`config.mk`:
```
export PLATFORM = sky130hd
export DESIGN_NAME = alu_cmd_sequencer
export DESIGN_NICKNAME = d
export VERILOG_FILES = /design/src/rtl/alu_seq_pkg.sv /design/src/rtl/alu_cmd_fifo.sv /design/src/rtl/alu_cmd_sequencer.sv
export SDC_FILE = /design/constraint.sdc
export NUM_CORES = 1
export LEC_CHECK = 0
export CAP_MARGIN = 20
export CORE_MARGIN = 2
export CORE_UTILIZATION = 43
export DETAILED_ROUTE_END_ITERATION = 10
export PLACE_DENSITY = 0.66
export SYNTH_ARGS = -nofsm -noshare
export SYNTH_HDL_FRONTEND = slang
export SYNTH_SLANG_ARGS = --single-unit
```
`constraint.sdc`:
```
create_clock -name clk -period 5.16 [get_ports clk]
set_clock_uncertainty 0.1 [all_clocks]
set_input_delay 1.032 -clock clk [delete_from_list [all_inputs] [get_ports clk]]
set_output_delay 1.032 -clock clk [all_outputs]
set_load 0.01 [all_outputs]
```
`src/rtl/alu_seq_pkg.sv`:
```
// rtl/alu_seq_pkg.sv - shared opcodes, flag indices and FSM states for the ALU command sequencer
package alu_seq_pkg;

   localparam logic [3:0] OP_ADD = 4'd0;
   localparam logic [3:0] OP_SUB = 4'd1;
   localparam logic [3:0] OP_AND = 4'd2;
   localparam logic [3:0] OP_OR  = 4'd3;
   localparam logic [3:0] OP_XOR = 4'd4;
   localparam logic [3:0] OP_SHL = 4'd5;
   localparam logic [3:0] OP_SHR = 4'd6;
   localparam logic [3:0] OP_INC = 4'd7;
   localparam logic [3:0] OP_DEC = 4'd8;
   localparam logic [3:0] OP_NOT = 4'd9;
   localparam logic [3:0] OP_MAX = 4'd9;

   localparam int FLG_ERR = 4;
   localparam int FLG_C   = 3;
   localparam int FLG_Z   = 2;
   localparam int FLG_S   = 1;
   localparam int FLG_P   = 0;

   typedef enum logic [1:0] {
      ST_IDLE  = 2'd0,
      ST_ISSUE = 2'd1,
      ST_RESP  = 2'd2
   } seq_state_e;

endpackage

```
`src/rtl/alu_cmd_fifo.sv`:
```
// rtl/alu_cmd_fifo.sv - synchronous command FIFO with occupancy count
module alu_cmd_fifo #(
   parameter int WIDTH = 8,
   parameter int DEPTH = 4
) (
   input  logic                     clk,
   input  logic                     reset_n,
   input  logic                     push_i,
   input  logic [WIDTH-1:0]         wdata_i,
   input  logic                     pop_i,
   output logic [WIDTH-1:0]         rdata_o,
   output logic                     full_o,
   output logic                     empty_o,
   output logic [$clog2(DEPTH):0]   count_o
);

   localparam int AW = $clog2(DEPTH);
   localparam int CW = AW + 1;

   logic [WIDTH-1:0] mem_q [DEPTH];
   logic [AW-1:0]    wr_ptr_q;
   logic [AW-1:0]    rd_ptr_q;
   logic [CW-1:0]    count_q;
   logic             do_push;
   logic             do_pop;

   // full is judged on the current count, so a pop never makes room for a same-cycle push
   assign full_o  = (count_q == CW'(DEPTH));
   assign empty_o = (count_q == '0);
   assign do_push = push_i && !full_o;
   assign do_pop  = pop_i && !empty_o;
   assign rdata_o = mem_q[rd_ptr_q];
   assign count_o = count_q;

   always_ff @(posedge clk) begin
      if (do_push) begin
         mem_q[wr_ptr_q] <= wdata_i;
      end
   end

   always_ff @(posedge clk or negedge reset_n) begin
      if (!reset_n) begin
         wr_ptr_q <= '0;
         rd_ptr_q <= '0;
         count_q  <= '0;
      end else begin
         if (do_push) begin
            wr_ptr_q <= wr_ptr_q + AW'(1);
         end
         if (do_pop) begin
            rd_ptr_q <= rd_ptr_q + AW'(1);
         end
         case ({do_push, do_pop})
            2'b10:   count_q <= count_q + CW'(1);
            2'b01:   count_q <= count_q - CW'(1);
            default: count_q <= count_q;
         endcase
      end
   end

endmodule

```
`src/rtl/alu_cmd_sequencer.sv`:
```
// rtl/alu_cmd_sequencer.sv - queues tagged ALU commands, drives the registered ALU, returns tagged results
module alu_cmd_sequencer
   import alu_seq_pkg::*;
#(
   parameter int N       = 16,
   parameter int DEPTH   = 4,
   parameter int TAG_W   = 4,
   parameter int ALU_LAT = 3
) (
   input  logic                   clk,
   input  logic                   reset_n,
   input  logic                   cmd_valid,
   output logic                   cmd_ready,
   input  logic [3:0]             cmd_opcode,
   input  logic [N-1:0]           cmd_a,
   input  logic [N-1:0]           cmd_b,
   input  logic [TAG_W-1:0]       cmd_tag,
   output logic                   alu_start,
   output logic [3:0]             alu_opcode,
   output logic [N-1:0]           alu_a,
   output logic [N-1:0]           alu_b,
   input  logic [N-1:0]           alu_y,
   input  logic                   alu_cflag,
   input  logic                   alu_zflag,
   input  logic                   alu_sflag,
   input  logic                   alu_pflag,
   output logic                   rsp_valid,
   input  logic                   rsp_ready,
   output logic [N-1:0]           rsp_y,
   output logic [4:0]             rsp_flags,
   output logic [TAG_W-1:0]       rsp_tag,
   output logic                   busy,
   output logic [$clog2(DEPTH):0] fifo_count
);

   localparam int FW    = 4 + 2 * N + TAG_W;
   localparam int CNT_W = $clog2(ALU_LAT);

   logic [FW-1:0]    fifo_wdata;
   logic [FW-1:0]    fifo_rdata;
   logic             fifo_full;
   logic             fifo_empty;
   logic             fifo_pop;
   logic [3:0]       head_op;
   logic [N-1:0]     head_a;
   logic [N-1:0]     head_b;
   logic [TAG_W-1:0] head_tag;

   seq_state_e       state_q, state_d;
   logic [CNT_W-1:0] cnt_q, cnt_d;
   logic             alu_start_q, alu_start_d;
   logic [3:0]       alu_opcode_q, alu_opcode_d;
   logic [N-1:0]     alu_a_q, alu_a_d;
   logic [N-1:0]     alu_b_q, alu_b_d;
   logic             rsp_valid_q, rsp_valid_d;
   logic [N-1:0]     rsp_y_q, rsp_y_d;
   logic [4:0]       rsp_flags_q, rsp_flags_d;
   logic [TAG_W-1:0] rsp_tag_q, rsp_tag_d;

   assign fifo_wdata = {cmd_opcode, cmd_a, cmd_b, cmd_tag};
   assign {head_op, head_a, head_b, head_tag} = fifo_rdata;

   alu_cmd_fifo #(
      .WIDTH (FW),
      .DEPTH (DEPTH)
   ) u_fifo (
      .clk     (clk),
      .reset_n (reset_n),
      .push_i  (cmd_valid),
      .wdata_i (fifo_wdata),
      .pop_i   (fifo_pop),
      .rdata_o (fifo_rdata),
      .full_o  (fifo_full),
      .empty_o (fifo_empty),
      .count_o (fifo_count)
   );

   assign cmd_ready  = !fifo_full;
   assign busy       = (state_q != ST_IDLE) || !fifo_empty;
   assign alu_start  = alu_start_q;
   assign alu_opcode = alu_opcode_q;
   assign alu_a      = alu_a_q;
   assign alu_b      = alu_b_q;
   assign rsp_valid  = rsp_valid_q;
   assign rsp_y      = rsp_y_q;
   assign rsp_flags  = rsp_flags_q;
   assign rsp_tag    = rsp_tag_q;

   always_comb begin
      state_d      = state_q;
      cnt_d        = cnt_q;
      fifo_pop     = 1'b0;
      alu_start_d  = alu_start_q;
      alu_opcode_d = alu_opcode_q;
      alu_a_d      = alu_a_q;
      alu_b_d      = alu_b_q;
      rsp_valid_d  = rsp_valid_q;
      rsp_y_d      = rsp_y_q;
      rsp_flags_d  = rsp_flags_q;
      rsp_tag_d    = rsp_tag_q;

      case (state_q)
         ST_IDLE: begin
            if (!fifo_empty) begin
               fifo_pop  = 1'b1;
               rsp_tag_d = head_tag;
               if (head_op <= OP_MAX) begin
                  alu_start_d  = 1'b1;
                  alu_opcode_d = head_op;
                  alu_a_d      = head_a;
                  alu_b_d      = head_b;
                  cnt_d        = CNT_W'(ALU_LAT - 1);
                  state_d      = ST_ISSUE;
               end else begin
                  // unsupported opcode: answer with the error flag, the ALU is never started
                  rsp_y_d              = '0;
                  rsp_flags_d          = '0;
                  rsp_flags_d[FLG_ERR] = 1'b1;
                  rsp_valid_d          = 1'b1;
                  state_d              = ST_RESP;
               end
            end
         end
         ST_ISSUE: begin
            if (cnt_q == '0) begin
               rsp_y_d            = alu_y;
               rsp_flags_d        = '0;
               rsp_flags_d[FLG_C] = alu_cflag;
               rsp_flags_d[FLG_Z] = alu_zflag;
               rsp_flags_d[FLG_S] = alu_sflag;
               rsp_flags_d[FLG_P] = alu_pflag;
               alu_start_d        = 1'b0;
               rsp_valid_d        = 1'b1;
               state_d            = ST_RESP;
            end else begin
               cnt_d = cnt_q - CNT_W'(1);
            end
         end
         ST_RESP: begin
            // passing back through IDLE guarantees the ALU sees start low before the next issue
            if (rsp_ready) begin
               rsp_valid_d = 1'b0;
               state_d     = ST_IDLE;
            end
         end
         default: begin
            state_d = ST_IDLE;
         end
      endcase
   end

   always_ff @(posedge clk or negedge reset_n) begin
      if (!reset_n) begin
         state_q      <= ST_IDLE;
         cnt_q        <= '0;
         alu_start_q  <= 1'b0;
         alu_opcode_q <= '0;
         alu_a_q      <= '0;
         alu_b_q      <= '0;
         rsp_valid_q  <= 1'b0;
         rsp_y_q      <= '0;
         rsp_flags_q  <= '0;
         rsp_tag_q    <= '0;
      end else begin
         state_q      <= state_d;
         cnt_q        <= cnt_d;
         alu_start_q  <= alu_start_d;
         alu_opcode_q <= alu_opcode_d;
         alu_a_q      <= alu_a_d;
         alu_b_q      <= alu_b_d;
         rsp_valid_q  <= rsp_valid_d;
         rsp_y_q      <= rsp_y_d;
         rsp_flags_q  <= rsp_flags_d;
         rsp_tag_q    <= rsp_tag_d;
      end
   end

endmodule

```
# --- After elaboration in Yosys (flattened, before gate mapping) ---
# Memories as Yosys holds them, arrays and structs flattened.
# Index checks and enable logic that the tools add are counted.
totals:
  ff_bits: 74
  latch_bits: 0
  ramBits: 160
  romBits: 0
  output_inout_bits: 68
  n_memories: 1
mem_list:
  columns: ["name", "depth", "word_bits", "read_ports", "rd_ports_with_merged_regs", "write_ports", "line", "rtl"]
  rows:
  - ["u_fifo.mem_q", 4, 40, 1, 0, 1, "alu_cmd_fifo.sv:20", "logic [WIDTH-1:0] mem_q [DEPTH];"]
classes:
  n_addsub: 5
  multipliers: 0
  div: 0
  n_lt_le_gt_ge: 1
  n_eq_ne: 11
  n_shift: 0
  n_mux: 31
  bitwise_logic: 1
  reduce_logical: 19
ops:
  columns: ["op", "count"]
  rows:
  - ["16-bit 2-to-1 mux", 3]
  - ["16-bit case mux with 2 select lines", 1]
  - ["5-bit 2-to-1 mux", 3]
  - ["2-bit 2-to-1 mux", 7]
  - ["2-bit inequality test (second input constant)", 6]
  - ["4-bit AND reduction", 3]
  - ["1-bit 2-to-1 mux", 11]
  - ["5-bit case mux with 2 select lines", 1]
  - ["2-bit case mux with 3 select lines", 1]
  - ["3-bit case mux with 2 select lines", 1]
  - ["3-bit AND reduction", 2]
  - ["2-bit nonzero test", 3]
  - ["5-bit AND reduction", 1]
  - ["2-bit by 1-bit adder with 2-bit output (second input constant)", 2]
  - ["2-bit by 1-bit equality test with 1-bit output (second input constant)", 2]
  - ["2-bit equality test (second input constant)", 2]
  - ["4-bit less-or-equal comparator (second input constant)", 1]
  - ["2-bit zero test", 2]
  - ["2-bit case mux with 2 select lines", 1]
  - ["3-bit by 1-bit adder with 3-bit output (second input constant)", 1]
  - ["3-bit equality test (second input constant)", 1]
  - ["3-bit zero test", 1]
  - ["1-bit case mux with 3 select lines", 1]
  - ["3-bit nonzero test", 1]
  - ["8 further kinds", 10]

# --- Longest topological paths before layout ---
# Gate-level depths: netlist of run 1.
depth:
  depth_word: 6
  mapped_depth: 10

# --- By module ---
# A second synthesis of run 1 with hierarchy kept.
unflattened:
  hier_cells: 468
  area_unflattened_um2: 9160.0
by_module_without_submodules:
  columns: ["mod", "n_inst", "cells_per_inst", "area_per_inst_um2", "seq_area_each_um2"]
  rows:
  - ["alu_cmd_fifo", 1, 247, 6249.7, 4979.8]
  - ["alu_cmd_sequencer", 1, 221, 2910.3, 1676.6]

# --- Worst setup path before layout of run 1 ---
# OpenSTA, ideal clock, no wires.
synth_timing:
  path_kind: "input -> register"
  startpoint: "in cmd_valid"
  endpoint: "mem u_fifo.mem_q[0][0] (netlist bit), enable pin"
  t_arrival_ns: 2.038
  t_required_ns: 4.659
  slack_ns: 2.621
  stages: 1
  path_buffers: 0
  cell_sequence: "and3_1"
synth_between:
  elab_chain_cells: 3
synth_rtl:
  columns: ["element", "line", "rtl"]
  rows:
  - ["from (decl)", "alu_cmd_sequencer.sv:12", "input logic cmd_valid,"]
  - ["1-bit logical AND", "alu_cmd_fifo.sv:30", "assign do_push = push_i && !full_o;"]
  - ["1-bit 2-to-1 mux", "alu_cmd_fifo.sv:36", "if (do_push) begin"]
  - ["1-bit 2-to-1 mux (not written as such)", "alu_cmd_fifo.sv:37", "mem_q[wr_ptr_q] <= wdata_i;"]
  - ["to (decl)", "alu_cmd_fifo.sv:20", null]
# No other way between the ends.

# --- Final worst setup path of run 1 ---
layout_timing:
  startpoint: "reg state_q[1]"
  endpoint: "out busy"
layout_between:
  elab_chain_cells: 2
layout_rtl:
  columns: ["element", "line", "rtl"]
  rows:
  - ["from (decl)", "alu_cmd_sequencer.sv:49", "seq_state_e state_q, state_d;"]
  - ["from (signal assigned)", "alu_cmd_sequencer.sv:165", "state_q <= state_d;"]
  - ["2-bit nonzero test", "alu_cmd_sequencer.sv:79", "assign busy = (state_q != ST_IDLE) || !fifo_empty;"]
  - ["1-bit logical OR", "alu_cmd_sequencer.sv:79", null]
  - ["to (decl)", "alu_cmd_sequencer.sv:32", "output logic busy,"]
# No other way between the ends.

==> results.cfg, run 1 <==
[worst_hold_path]
hold_path_startpoint = rsp_tag[0]
hp-class = register to register
holdPathStages = 2

[pwr]
totalPowerFinal_w = 0.007105
power.density_nw_per_um2 = 621.2
vdd_ir_drop_max_v = 0.0003961
power_leakage_nw = 4.157

[logic_synthesis]
synth-async-reset-ratio_pct = 31.62
synthesis.instances = 476
synth_top_cell_area_share_pct = 53.57
yosysWarnings = 0
synth_largest_area_cell = edfxtp_1
avgSynthCellArea_um2 = 18.84
synthesis.area_um2 = 8969
synth_enable_flop_cells = 160
postSynth.topFlopCell = edfxtp_1
syn_nets = 550
netlist-cell-type-count = 35
synth_seq_cells = 234
most_area_consuming_cells_after_synthesis = edfxtp_1 54%, dfrtp_1 21%, mux4_2 10%
ys_seq_area_share_pct = 74.22

[placement]
placedInstanceArea_um2 = 10540
gp_congestion = 0.7744
dp_hpwl_um = 10070
numPortBuffers = 131

[sta]
slew_viol_final = 0
totalNegativeSetupSlack_ns = 0
hold_violations = 0
worst_slew_pin_slew_ns = 1.078
final-setup-viol-count = 0
slew_headroom_pct = 28.11
fmaxAchievable_ghz = 0.2781
post-route-min-period_ns = 3.596
fin_crit_sh_pct = 69.69
grt_setup_unrepaired = false

[worst_setup_path]
r2r-start = u_fifo.rd_ptr_q[0]
timing.setup.critical_path_class = register to output port
timing.critical_path.to = busy
regToRegEndpoint = alu_b[14]
worst_reg_to_reg_cells = 4
launching_element_of_the_worst_setup_path = state_q[1]
worstPathRequired_ns = 4.03
ff2ff_setup_slack_ns = 2.24
timing.critical_path.to_type = output port
top_fanout_value_on_the_critical_path = 7
worst-endpoint-arrival_ns = 2.46
crit_path_start_kind = register

[route]
antenna_violating_nets_post_route = 0
route.final.wire_length_um = 16670
first_iter_violations = 228
drc = 0
vias = 4599
route.detailed.vias_per_inst = 5.054
post_drt_wl_per_cell_um = 18.32
first_pass_iters = 4

[cells_and_area]
post_route_cells_drive_above_1_share_pct = 18.44
fillers = 1542
finalNetCount = 695
cell_area_after_layout_um2 = 11440
synthToLayoutAreaGrowth_pct = 27.54
n_antenna_cell = 0

[global_route]
vias_in_the_first_global_route = 4886
global_route_wire_length_before_repair_um = 26510
grt_start_max_net_pins = 75
grt_remaining_overflow = 0
antenna_violations_before_repair = 0
grt_util_all_layers_pct = 15.50

[flow_run]
drv.max_cap_violation_count = 0

[clock_tree]
clk_root_buffer_cell = clkbuf_16
tritoncts = built
clock_insertion_delay_worst_skew_ns = 0.52
h-tree-depth = 1
cts-hold-fix-buffers = 0
clockBufferDepth = 3
cts.sink_count = 234
cts_inserted_buffers = 25
post-cts-setup-buffer-count = 0
cts.reportedPaths.clkPinSlew_ns = 0.06
cts_repair_resize_count = 0

[die]
fp.dieW_um = 148.4
floorplan.rows = 52
dieArea_um2 = 22030
initial_cell_density_of_the_core_pct = 44.04
dieHeight_um = 148.4
fp.coreArea_um2 = 20360
num_io_pins = 132

[status]
outcome = finished, final reports clean
-- cell usage after synthesis, types with 2 or more instances --
| master | instances |
|---|---|
| nand3_1 | 3 |
| nor3_1 | 3 |
| a211oi_1 | 2 |
| mux4_2 | 40 |
| and3_1 | 4 |
| inv_1 | 34 |
| mux2_2 | 24 |
| o21ai_0 | 2 |
| nand2_1 | 36 |
| xnor2_1 | 4 |
| clkbuf_1 | 8 |
| nor2b_1 | 3 |
| mux2i_1 | 23 |
| buf_6 | 3 |
| edfxtp_1 | 160 |
| ha_1 | 9 |
| dfrtp_1 | 74 |
| xor2_1 | 2 |
| buf_2 | 5 |
| a21oi_1 | 3 |
| nor2_1 | 10 |
| mux2_1 | 11 |
-- logic make-up after synthesis --
family / Yosys count / share of synthesized area [%]
multiplexers: 98 / 17.01
flip-flops: 234 / 74.22
XOR/XNOR: 6 / 0.5859
AND/OR/NAND/NOR: 64 / 3.181
AO/OA/AOI/OAI: 12 / 1.032
buffers and inverters: 52 / 2.497
adder cells (fa/ha/maj): 10 / 1.479
-- worst min-delay path by stage --
stage                 endpoint  slack [ns]
global placement    rsp_tag[1]        0.37
CTS                 rsp_tag[0]        0.38
detailed placement  rsp_tag[0]        0.37
finish              rsp_tag[0]        0.38
floorplan             cnt_q[1]        0.38
global route        rsp_tag[0]        0.40
-- sequential cells by signal, indices dropped and copies added, names as in the netlist, 3 cells and up --
name and flops:
alu_b 16, u_fifo.mem_q 160, rsp_flags 5, rsp_y 16
u_fifo.count_o 3, alu_opcode 4, rsp_tag 4, alu_a 16
-- routing by layer --
layer,track usage [%],up-vias,wire (um)
li1,-,2084,-
met1,21.98,2335,7502
met2,25.07,147,7905
met3,2.822,33,878
met4,4.190,0,386
met5,0,-,0
-- critical path, stage by stage (launching register included) --
cell and delay, ns:
dfrtp_1 0.40, inv_1 0.08, ha_1 0.30, nor4b_1 0.54
inv_1 0.13, clkdlybuf4s50_1 0.51
-- through the flow --
stage,utilization (%),hold slack [ns],worst slack (ns),instances
CTS,55.87,0.3799,1.560,907
floorplan,-,0.3793,2.621,476
global placement,51.78,0.3664,2.142,861
global route,56.17,0.4049,1.387,910
finish,56.17,0.3768,1.564,910
detailed placement,51.78,0.3659,2.085,861
-- area by class of cell --
cell class                 count  area (um2)  share of cell area, %
clock buffer                  34       689.4                  6.027
tap                          270       337.8                  2.953
timing repair buffer         135        1376                  12.03
clock inverter                12       145.1                  1.269
inverter                      35       131.4                  1.149
sequential                   234        6661                  58.24
multi-input combinational    190        2097                  18.33
-- power breakdown --
part           switching (W)  total (W)  internal (W)
sequential          0.000373    0.00296       0.00259
combinational        0.00105    0.00236       0.00131
clock               0.000694    0.00178       0.00109
total                0.00212    0.00711       0.00499
-- cell usage in the layout, fill, tap and decap left out, types with 2 or more instances in the layout --
cell type	Yosys	final
a211oi_1	2	2
a21oi_1	3	2
and3_2	0	4
buf_12	0	3
buf_4	0	2
bufinv_16	0	3
clkbuf_1	8	6
clkbuf_16	0	25
clkbuf_8	0	3
clkdlybuf4s50_1	0	130
clkinv_1	0	2
clkinv_2	0	4
dfrtp_1	74	72
edfxtp_1	160	160
ha_1	9	9
inv_1	34	34
mux2_1	11	11
mux2_2	24	24
mux2i_1	23	23
mux4_2	40	40
nand2_1	36	36
nand3_1	3	3
nor2_1	10	10
nor2b_1	3	3
nor3_1	3	3
o21ai_0	2	2
xnor2_1	4	4
xor2_1	2	2
Power figures use the tool's default switching activity.
==> inputs of run 2 (changes only) <==
clock period = 3.7 ns   (was 5.16 ns; I/O delays follow)
==> results.cfg, run 2 (synthesized netlist as in run 1, its figures left out) <==
[pwr]
clkPwrFrac_pct = 23.8
power_leakage_nw = 4.156
power.density_nw_per_um2 = 858.1
power_switching_share_pct = 30.17
totalPowerFinal_w = 0.009806
cell_internal_pwr_w = 0.006847
seq_power_share_pct = 40.5
comb_power_share_pct = 35.7
power_switching_w = 0.002959
vdd_ir_drop_max_v = 0.0005595

[worst_setup_path]
critPathTopFamily = buffers and inverters
top_fanout_value_on_the_critical_path = 7
critical-path-top-cell-by-count = inv_1
worst-endpoint-arrival_ns = 2.49
critical_path.cell_chain = inv_1, ha_1, nor4b_1, inv_1, clkdlybuf4s50_1
timing.critical_path.to_type = output port
cp_slowest_cell = nor4b_1
critPathMaxStageDelay_ns = 0.56
buffers_and_inverters_on_the_worst_path = 3
timing.setup.critical_path_class = register to output port
worstPathRequired_ns = 2.86
crit_path_start_kind = register

[sta]
post-route-min-period_ns = 3.327
grt_setup_unrepaired = false
slew_headroom_pct = 39.60
slew_viol_final = 0
fin_crit_sh_pct = 89.92
worst_slew_pin_slew_ns = 0.9059
fin_hold_ws_ns = 0.2103
fmaxAchievable_ghz = 0.3006
hold_violations = 0
totalNegativeSetupSlack_ns = 0
final-setup-viol-count = 0

[global_route]
gr-usage-met1_pct = 20.37
peak_usage_layer_in_the_global_routing_report = met2
use_met3_pct = 3.957
antenna_violations_before_repair = 0
grt_use_met2_pct = 28.13
grt_util_all_layers_pct = 16.00
grt_remaining_overflow = 0
grt_start_max_net_pins = 57
vias_in_the_first_global_route = 5084
global_route_wire_length_before_repair_um = 27260

[route]
first_iter_violations = 194
vias = 4558
drc = 0
post_drt_wl_per_cell_um = 18.79
route.detailed.vias_per_inst = 4.992
antenna_violating_nets_post_route = 0
route.final.wire_length_um = 17150
first_pass_iters = 4

[cells_and_area]
fillers = 1590
largest_register_ff_count = 160
mostFrequentLayoutCell = edfxtp_1
post_route_cells_drive_above_1_share_pct = 18.35
n_antenna_cell = 0
layout.cells.most_common_list = 160 x edfxtp_1, 130 x clkdlybuf4s50_1, 72 x dfrtp_1
finalNetCount = 699
largest_register = u_fifo.mem_q
synthToLayoutAreaGrowth_pct = 27.43

[die]
fp.coreArea_um2 = 20360
dieArea_um2 = 22030
initial_cell_density_of_the_core_pct = 44.04
dieHeight_um = 148.4
floorplan.rows = 52
num_io_pins = 132
fp.dieW_um = 148.4

[clock_tree]
post-cts-setup-buffer-count = 0
clk_root_buffer_cell = clkbuf_16
cts-hold-fix-buffers = 0
clock_insertion_delay_worst_skew_ns = 0.51
cts_inserted_buffers = 24
cts_repair_resize_count = 0
tritoncts = built
h-tree-depth = 1
cts.reportedPaths.clkPinSlew_ns = 0.06
cts.sink_count = 234
clockBufferDepth = 3

[placement]
dp_hpwl_um = 10680
numPortBuffers = 131
gp_congestion = 0.7445

[worst_hold_path]
hp-class = primary input to asynchronous set/reset pin

[flow_run]
drv.max_cap_violation_count = 0

[status]
outcome = finished, final reports clean
## run 2: power groups by stage
| stage | combinational, W | sequential [W] | clock [W] |
|---|---|---|---|
| finish | 0.00350 | 0.00397 | 0.00233 |
| global route | 0.00383 | 0.00405 | 0.00249 |
| CTS | 0.00359 | 0.00398 | 0.00239 |
| detailed placement | 0.00358 | 0.00403 | 0 |
| global placement | 0.00350 | 0.00399 | 0 |
| floorplan | 0.00208 | 0.00407 | 0 |
## run 2: path summary, 6_finish.rpt
kind                       depth (start not counted)  slack [ns]        from   endpoint
max in group asynchronous                          2        2.62     reset_n  alu_a[10]
min in group clk                                   1        0.40   alu_a[14]  alu_a[14]
hold reg to reg                                    1        0.40   alu_a[14]  alu_a[14]
hold / removal                                     1        0.21     reset_n   alu_a[2]
setup / recovery                                   5        0.37  state_q[1]       busy
setup reg to reg                                   7        0.97  state_q[1]  rsp_y[12]
## run 2: layer usage
layer / vias up / part of all wire (%)
li1: 2089 / -
met1: 2309 / 43
met2: 137 / 49
met3: 23 / 6.1
met4: 0 / 1.4
met5: - / 0
## run 2: stage by stage
| step | util [%] | worst slack, ns | area (um2) | cells |
|---|---|---|---|---|
| floorplan | - | 1.391 | 8969 | 476 |
| global placement | 52.32 | 0.9339 | 10650 | 869 |
| detailed placement | 52.32 | 0.8863 | 10650 | 869 |
| CTS | 56.12 | 0.3337 | 11430 | 913 |
| global route | 56.12 | 0.1735 | 11430 | 913 |
| finish | 56.12 | 0.3730 | 11430 | 913 |
## run 2: final cells by class
cell class	count	area [um2]	area share, %
flip-flops and latches	234	6661	58.29
multi-input cells	190	2097	18.35
repair buffers	140	1426	12.48
clock buffers	32	660.6	5.781
well taps	270	337.8	2.956
inverters	35	131.4	1.150
clock inverters	12	113.9	0.9963
==> inputs of run 3 (changes only) <==
CORE_MARGIN = 10   (was 2)
==> results.cfg, run 3 (synthesized netlist as in run 1, its figures left out) <==
[cells_and_area]
layout.cells.most_common_list = 160 x edfxtp_1, 130 x clkdlybuf4s50_1, 72 x dfrtp_1
largest_register = u_fifo.mem_q
mostFrequentLayoutCell = edfxtp_1
fillers = 1562
finalNetCount = 698
largest_register_ff_count = 160
post_route_cells_drive_above_1_share_pct = 18.44
post-route-util_pct = 55.94
synthToLayoutAreaGrowth_pct = 27.02

[worst_setup_path]
worst-endpoint-arrival_ns = 2.45
timing.setup.critical_path_class = register to output port
timing.critical_path.to_type = output port
top_fanout_value_on_the_critical_path = 7
cp_slowest_cell = nor4b_1
worstPathRequired_ns = 2.86
critPathMaxStageDelay_ns = 0.55
crit_path_start_kind = register
critical-path-top-cell-by-count = inv_1
critical_path.cell_chain = inv_1, ha_1, nor4b_1, inv_1, clkdlybuf4s50_1

[global_route]
antenna_violations_before_repair = 2
grt_remaining_overflow = 0
grt_util_all_layers_pct = 13.36
vias_in_the_first_global_route = 5013
grt_start_max_net_pins = 75
global_route_wire_length_before_repair_um = 28410

[die]
floorplan.rows = 52
initial_cell_density_of_the_core_pct = 44.04
dieHeight_um = 164.4
fp.coreArea_um2 = 20360
dieArea_um2 = 27030
num_io_pins = 132
fp.dieW_um = 164.4

[sta]
final-setup-viol-count = 0
totalNegativeSetupSlack_ns = 0
slew_viol_final = 0
worst_slew_pin_slew_ns = 0.9078
post-route-min-period_ns = 3.293
fin_crit_sh_pct = 89.01
hold_violations = 0
final.setup.worst_slack_ns = 0.4067
fmaxAchievable_ghz = 0.3037
grt_setup_unrepaired = false
slew_headroom_pct = 39.48

[route]
met3_length_um = 1558
post_drt_wl_per_cell_um = 19.88
first_iter_violations = 305
first_pass_iters = 4
top_layer_used = met5
vias = 4594
route.final.wire_length_um = 18110
wirelength_met1_um = 7797
drc = 0
routed-wl-met2_um = 8550
antenna_violating_nets_post_route = 0
route.detailed.vias_per_inst = 5.043

[clock_tree]
cts_repair_resize_count = 0
cts_inserted_buffers = 24
cts-hold-fix-buffers = 0
post-cts-setup-buffer-count = 0
cts.sink_count = 234
clk_root_buffer_cell = clkbuf_16
clock_insertion_delay_worst_skew_ns = 0.50
cts.reportedPaths.clkPinSlew_ns = 0.06
h-tree-depth = 1
tritoncts = built
clockBufferDepth = 3

[placement]
preCtsSetupSlack_ns = 0.9329
numPortBuffers = 131
gp_congestion = 0.7602
dp_hpwl_um = 11480

[worst_hold_path]
hp-class = primary input to asynchronous set/reset pin

[flow_run]
drv.max_cap_violation_count = 0

[pwr]
vdd_ir_drop_max_v = 0.0004168
power_leakage_nw = 4.144
power.density_nw_per_um2 = 856.6

[status]
outcome = finished, final reports clean
-- run 3: changes by cell type in the layout (fill, tap and decap cells not counted), sizes merged --
cell	previous run	this run
bufinv	2	1
diode	0	1
clkbuf	32	33
buf	10	9
clkinv	10	8
-- run 3: power by group --
part           switching (W)  internal (W)
clock               0.000920       0.00136
combinational        0.00165       0.00183
sequential          0.000382       0.00361
total                0.00296       0.00680
-- run 3: cell type report --
class                   count  area [um2]  share of cell area [%]
diodes                      1       2.502                 0.02197
clock buffers              33       685.7                   6.019
clock inverters             9       70.07                  0.6150
inverters                  35       131.4                   1.153
multi-input cells         190        2097                   18.41
flip-flops and latches    234        6661                   58.47
well taps                 270       337.8                   2.965
repair buffers            139        1406                   12.34
-- run 3: critical path: cells and delay by family (launching register included) --
| kind | cells | cell delay [ns] |
|---|---|---|
| adders and majority gates | 1 | 0.29 |
| buffers and inverters | 3 | 0.72 |
| DFF | 1 | 0.40 |
| and+or+nand+nor | 1 | 0.55 |
-- run 3: per-layer routing --
layer  track usage, %  vias up
li1                 -     2079
met1            17.39     2347
met2            21.73      145
met3            4.332       21
met4            2.496        2
met5                0        -
-- run 3: per-stage QoR --
step,hold WS (ns),cells,total power (W),instance area (um2)
final,0.09967,911,0.009759,11390
after global routing,0.1124,910,0.01035,11390
after CTS,0.3478,909,0.009936,11370
after detailed placement,0.3735,867,0.007620,10610
after global placement,0.3619,867,0.007510,10610
after floorplan,0.3444,476,0.006152,8969
-- run 3: final timing paths --
| path | startpoint | slack [ns] | cells after the start | end |
|---|---|---|---|---|
| max | state_q[1] | 0.41 | 5 | busy |
| min | reset_n | 0.1 | 1 | alu_opcode[2] |
| max reg2reg | state_q[1] | 0.97 | 7 | rsp_y[4] |
| min reg2reg | rsp_tag[0] | 0.38 | 2 | rsp_tag[0] |
| max in group asynchronous | reset_n | 2.79 | 2 | u_fifo.rd_ptr_q[0] |
| min in group clk | rsp_tag[0] | 0.38 | 2 | rsp_tag[0] |
